**config.mk**
```make
export PLATFORM = sky130hd
export DESIGN_NAME = barrel_shift_16bit_right_pipe
export DESIGN_NICKNAME = d
export VERILOG_FILES = /design/src/rtl/barrel_shift_pkg.sv /design/src/rtl/barrel_shift_16bit_right_pipe_rshift_stage.sv /design/src/rtl/barrel_shift_16bit_right_pipe.sv
export SDC_FILE = /design/constraint.sdc
export NUM_CORES = 1
export LEC_CHECK = 0
export ABC_AREA = 0
export CAP_MARGIN = 10
export CORE_AREA = 2 2 91 114
export CTS_BUF_LIST = sky130_fd_sc_hd__clkbuf_16
export CTS_CLUSTER_SIZE = 24
export DETAILED_ROUTE_END_ITERATION = 10
export DIE_AREA = 0 0 93 116
export PLACE_DENSITY = 0.62
export SETUP_SLACK_MARGIN = 0.15
export SLEW_MARGIN = 25
export SYNTH_ARGS = -nofsm -noshare
export SYNTH_HDL_FRONTEND = slang
export SYNTH_SLANG_ARGS = --single-unit
export TNS_END_PERCENT = 20
```
**constraint.sdc**
```tcl
create_clock -name clk -period 2.48 [get_ports clk]
set_input_delay 0.248 -clock clk [delete_from_list [all_inputs] [get_ports clk]]
set_output_delay 0.248 -clock clk [all_outputs]
set_load 0.005 [all_outputs]
```
**src/rtl/barrel_shift_pkg.sv**
```systemverilog
// Shared types and the per-level shift helper for the pipelined right shifter.
// Rotate support is compiled in only when BARREL_ROTATE_EN is defined.
package barrel_shift_pkg;

   localparam int BS_WIDTH  = 16;
   localparam int BS_CTRL_W = 4;

   typedef struct packed {
      logic [BS_WIDTH-1:0]  data;
      logic [BS_CTRL_W-1:0] shamt;
      logic                 fill;
      logic                 rot;
   } bs_beat_t;

   function automatic logic [BS_WIDTH-1:0] bs_stage_shift(
      input logic [BS_WIDTH-1:0] data,
      input logic                fill,
      input logic                rot,
      input int                  amt,
      input logic                en
   );
      logic [2*BS_WIDTH-1:0] ext;
      logic [BS_WIDTH-1:0]   hi;
      // Upper half supplies the vacated bits: a copy of data rotates, fill shifts.
      hi  = rot ? data : {BS_WIDTH{fill}};
      ext = {hi, data} >> amt;
      return en ? ext[BS_WIDTH-1:0] : data;
   endfunction

endpackage

```
**src/rtl/barrel_shift_16bit_right_pipe_rshift_stage.sv**
```systemverilog
// One mux level of the right shifter and the pipeline register behind it.
// Optional rotate path is selected by BARREL_ROTATE_EN.
module rshift_stage
   import barrel_shift_pkg::*;
#(
   parameter int SHIFT = 1
) (
   input  logic     clk,
   input  logic     rst,
   input  logic     up_valid,
   output logic     up_ready,
   input  bs_beat_t up_beat,
   output logic     dn_valid,
   input  logic     dn_ready,
   output bs_beat_t dn_beat
);

   localparam int BIT = $clog2(SHIFT);

   logic     v_q;
   logic     v_d;
   bs_beat_t beat_q;
   bs_beat_t beat_d;
   logic     load;
   logic     rot_eff;

`ifdef BARREL_ROTATE_EN
   assign rot_eff = up_beat.rot;
`else
   assign rot_eff = 1'b0;
`endif

   always_comb begin
      load   = !v_q || dn_ready;
      v_d    = load ? up_valid : v_q;
      beat_d = beat_q;
      if (load && up_valid) begin
         beat_d      = up_beat;
         beat_d.data = bs_stage_shift(up_beat.data,
                                      up_beat.fill,
                                      rot_eff,
                                      SHIFT,
                                      up_beat.shamt[BIT]);
      end
   end

   always_ff @(posedge clk or posedge rst) begin
      if (rst) begin
         v_q    <= 1'b0;
         beat_q <= '0;
      end else begin
         v_q    <= v_d;
         beat_q <= beat_d;
      end
   end

   assign up_ready = load;
   assign dn_valid = v_q;
   assign dn_beat  = beat_q;

endmodule

```
**src/rtl/barrel_shift_16bit_right_pipe.sv**
```systemverilog
// Pipelined 16-bit right barrel shifter (8,4,2,1 levels) with valid/ready.
// Define BARREL_ROTATE_EN to add the in_rot port and rotate-right mode.
module barrel_shift_16bit_right_pipe
   import barrel_shift_pkg::*;
#(
   parameter int  WIDTH  = BS_WIDTH,
   localparam int CTRL_W = $clog2(WIDTH)
) (
   input  logic              clk,
   input  logic              rst,
   input  logic              in_valid,
   output logic              in_ready,
   input  logic [WIDTH-1:0]  in_data,
   input  logic [CTRL_W-1:0] in_shamt,
   input  logic              in_arith,
`ifdef BARREL_ROTATE_EN
   input  logic              in_rot,
`endif
   output logic              out_valid,
   input  logic              out_ready,
   output logic [WIDTH-1:0]  out_data
);

   bs_beat_t              in_beat;
   bs_beat_t [CTRL_W:0]   beat;
   logic     [CTRL_W:0]   vld;
   logic     [CTRL_W:0]   rdy;
   logic                  unused_tail;

   // Fill bit is fixed at the input so later levels never see the original MSB.
   always_comb begin
      in_beat       = '0;
      in_beat.data  = in_data;
      in_beat.shamt = in_shamt;
      in_beat.fill  = in_arith & in_data[WIDTH-1];
`ifdef BARREL_ROTATE_EN
      in_beat.rot   = in_rot;
`endif
   end

   assign beat[0]     = in_beat;
   assign vld[0]      = in_valid;
   assign in_ready    = rdy[0];
   assign rdy[CTRL_W] = out_ready;

   for (genvar k = 0; k < CTRL_W; k++) begin : g_stage
      rshift_stage #(
         .SHIFT (1 << (CTRL_W - 1 - k))
      ) u_stage (
         .clk      (clk),
         .rst      (rst),
         .up_valid (vld[k]),
         .up_ready (rdy[k]),
         .up_beat  (beat[k]),
         .dn_valid (vld[k+1]),
         .dn_ready (rdy[k+1]),
         .dn_beat  (beat[k+1])
      );
   end

   assign out_valid   = vld[CTRL_W];
   assign out_data    = beat[CTRL_W].data;
   assign unused_tail = ^{beat[CTRL_W].shamt,
                          beat[CTRL_W].fill,
                          beat[CTRL_W].rot};

endmodule

```
==> results by group <==
Synthesis
  • Synth Register Bits: 77
  • Register area share after synthesis: 0.507
  • Cells after Synth: 313
  • Synthesized area: 0.00380 mm2
  • Mapped Avg Cell Area: 12.1 um2
  • Synth Net Count: 338
  • Yosys warning count: 0
  • Netlist cell types: 21

Timing
  • Hold violation total from the final report: 0
  • Final Cycle Share: 0.835
  • Clock skew: 0.00601 ns
  • Worst relative slew slack: 0.433
  • RSZ-0062 raised after global routing: no
  • Setup TNS: 0 ns
  • Fin. max-slew vios: 0
  • Worst-Margin Slew: 0.851 ns
  • Max Freq: 483 MHz
  • Final Setup Violations: 0
  • Minimum clock period: 2.07 ns

CTS
  • Total setup buffers inserted after CTS: 0
  • CTS root buffer: clkbuf_16
  • Clock Latency Late Sink: 0.33 ns
  • Num CTS Buffers: 9
  • CTS tree: done
  • Hold Buf Count CTS: 0
  • H-tree depth: 3
  • PostCTS Resize Cnt: 0
  • Reg clk slew, reported paths: 0.06 ns
  • Clk buf depth: 2
  • Clock tree sinks: 77

Floorplan
  • DIE WIDTH: 93 um
  • Starting Density: 0.395
  • Die Span Y: 116 um
  • # rows: 40
  • Die area: 0.0108 mm2
  • CORE AREA: 0.00961 mm2
  • I/O pins: 43

Worst setup path
  • RR Endpoint: g_stage[2].u_stage.dn_beat[18]
  • CP max stage delay: 0.56 ns
  • R2R cell count: 3
  • Worst-path cell chain: and4b_4 > nand2_1 > clkdlybuf4s50_1
  • Critical Path Start Type: flop
  • Delay-heaviest family, CP: flip-flops
  • Critical path class: flop to primary output
  • Crit path from: g_stage[2].u_stage.dn_valid
  • CP endpoint kind: primary output
  • Worst reg-to-reg setup slack: 0.70 ns
  • Crit path max-delay cell type: dfrtp_1
  • FF-to-FF Start: g_stage[2].u_stage.dn_valid
  • Critical path depth: 3
  • Worst Path Arrival: 1.82 ns
  • CP required: 2.23 ns
  • Worst Setup EP: in_ready
  • Crit path max fanout: 12
  • CP bufs+invs: 1

Route
  • Post-Route WL: 6.64 mm
  • Routed len/inst: 14.2 um
  • Routed Antenna Nets: 0
  • Vias: 2277
  • Drt drc: 0
  • DR pass1 iterations: 4
  • Drt via density: 4.88
  • DRT iter0 DRCs: 46

Finish
  • Nets: 361
  • Most frequent cells in the layout: dfrtp_1 (77), a21oi_1 (64), mux2_2 (43)
  • Proportion of layout cells with a drive suffix above 1: 0.252
  • Non-filler cells, final: 467
  • Diode count: 0
  • Commonest non-fill, non-tap cell in the layout: dfrtp_1
  • Fillers: 909
  • P&R area growth vs syn: 18.7%

Placement
  • Hpwl dp: 4.74 mm
  • Number of port buffers: 42
  • Cell total after placement: 451
  • Gpl congestion: 0.748

GRT
  • First-pass GRT wire length: 11.2 mm
  • Largest net degree at the start of global routing: 44
  • Number of global-route vias before repair: 2284
  • Tot GR Track Use: 0.133
  • Initial antenna violation count: 0
  • Total gr overflow: 0

Power and ir drop
  • P per Cell Area: 1040 mW/mm2
  • Clock Power Share: 0.287
  • Register share of total power: 0.442
  • Sw frac: 0.281
  • Comb power frac: 0.272
  • Peak supply drop: 0.000429 V
  • Pint: 3.39 mW
  • Reported net switching power: 1.32 mW
  • Leakage: 1.98 nW

Flow run
  • MaxCap Viol Count: 0

Worst hold path
  • Worst hold path type: primary input to async pin

Run status
  • Outcome: completed
per-stage QoR:
| step | utilization | worst slack, ns | instance area (um2) | hold WS [ns] | total power [mW] |
|---|---|---|---|---|---|
| 6_report | 0.469 | 0.409 | 4510 | 0.285 | 4.71 |
| 3_3_place_gp | 0.437 | 0.540 | 4200 | 0.492 | 3.36 |
| 2_1_floorplan | - | 0.265 | 3800 | 0.356 | 3.05 |
| 3_5_place_dp | 0.437 | 0.506 | 4200 | 0.502 | 3.40 |
| 4_1_cts | 0.469 | 0.397 | 4510 | 0.304 | 4.76 |
| 5_1_grt | 0.469 | 0.339 | 4510 | 0.341 | 5.01 |
how the worst min path moves through the flow:
| stage | endpoint | slack (ns) | cells past startpoint | startpoint |
|---|---|---|---|---|
| 2_1_floorplan | g_stage[0].u_stage.dn_valid | 0.36 | 1 | in_valid |
| 3_3_place_gp | g_stage[2].u_stage.dn_beat[6] | 0.49 | 1 | g_stage[2].u_stage.dn_beat[6] |
| 3_5_place_dp | g_stage[2].u_stage.dn_beat[1] | 0.50 | 1 | g_stage[2].u_stage.dn_beat[1] |
| 4_1_cts | g_stage[3].u_stage.dn_beat[9] | 0.30 | 2 | rst |
| 5_1_grt | g_stage[3].u_stage.dn_beat[7] | 0.34 | 2 | rst |
| 6_report | g_stage[3].u_stage.dn_beat[9] | 0.28 | 2 | rst |
power groups by stage:
| stage | logic (mW) | clock network [mW] | registers, mW |
|---|---|---|---|
| final | 1.28 | 1.35 | 2.08 |
| after global routing | 1.42 | 1.43 | 2.16 |
| after CTS | 1.30 | 1.37 | 2.09 |
| after detailed placement | 1.29 | 0 | 2.11 |
| after global placement | 1.27 | 0 | 2.09 |
| after floorplan | 1.16 | 0 | 1.89 |
cells in the mapped netlist, drive strengths merged:
master / n / area [um2]
dfrtp: 77 / 1930
a21oi: 64 / 320
mux2: 61 / 754
mux2i: 34 / 340
buf: 31 / 216
inv: 15 / 56.3
o21ai: 11 / 66.3
clkbuf: 6 / 22.5
nand2: 5 / 18.8
nand2b: 2 / 12.5
a21boi: 1 / 11.3
and2: 1 / 6.26
and4b: 1 / 13.8
nand3: 1 / 5.00
nand4b: 1 / 8.76
nor2: 1 / 11.3
o21bai: 1 / 7.51
sequential cells by signal (all words and copies together) (netlist names):
| register | count |
|---|---|
| g_stage.u_stage.dn_beat | 73 |
| g_stage.u_stage.dn_valid | 4 |
logic make-up (layout without fill, tap and decap cells):
logic type	Yosys count	in the layout	share of synthesized area
buffers and inverters	52	80	0.0777
DFF	77	77	0.507
muxes	95	95	0.288
AOI/OAI and AO/OA	77	77	0.107
and+or+nand+nor	12	12	0.0201
cell type report:
type / instances / area (um2) / area share
clock buffers: 9 / 225 / 0.0499
clock inverters: 7 / 81.3 / 0.0180
inverters: 15 / 56.3 / 0.0125
multi-input cells: 184 / 1580 / 0.350
flip-flops and latches: 77 / 1930 / 0.427
well taps: 126 / 158 / 0.0350
repair buffers: 49 / 485 / 0.108
layer usage:
layer	wire length [um]	share of wire	GRT usage
met2	3040	0.46	0.204
met5	0	0	0
met3	260	0.039	0.0358
met4	125	0.019	0.0559
met1	3220	0.48	0.179
(Power assumes the default switching activity.)
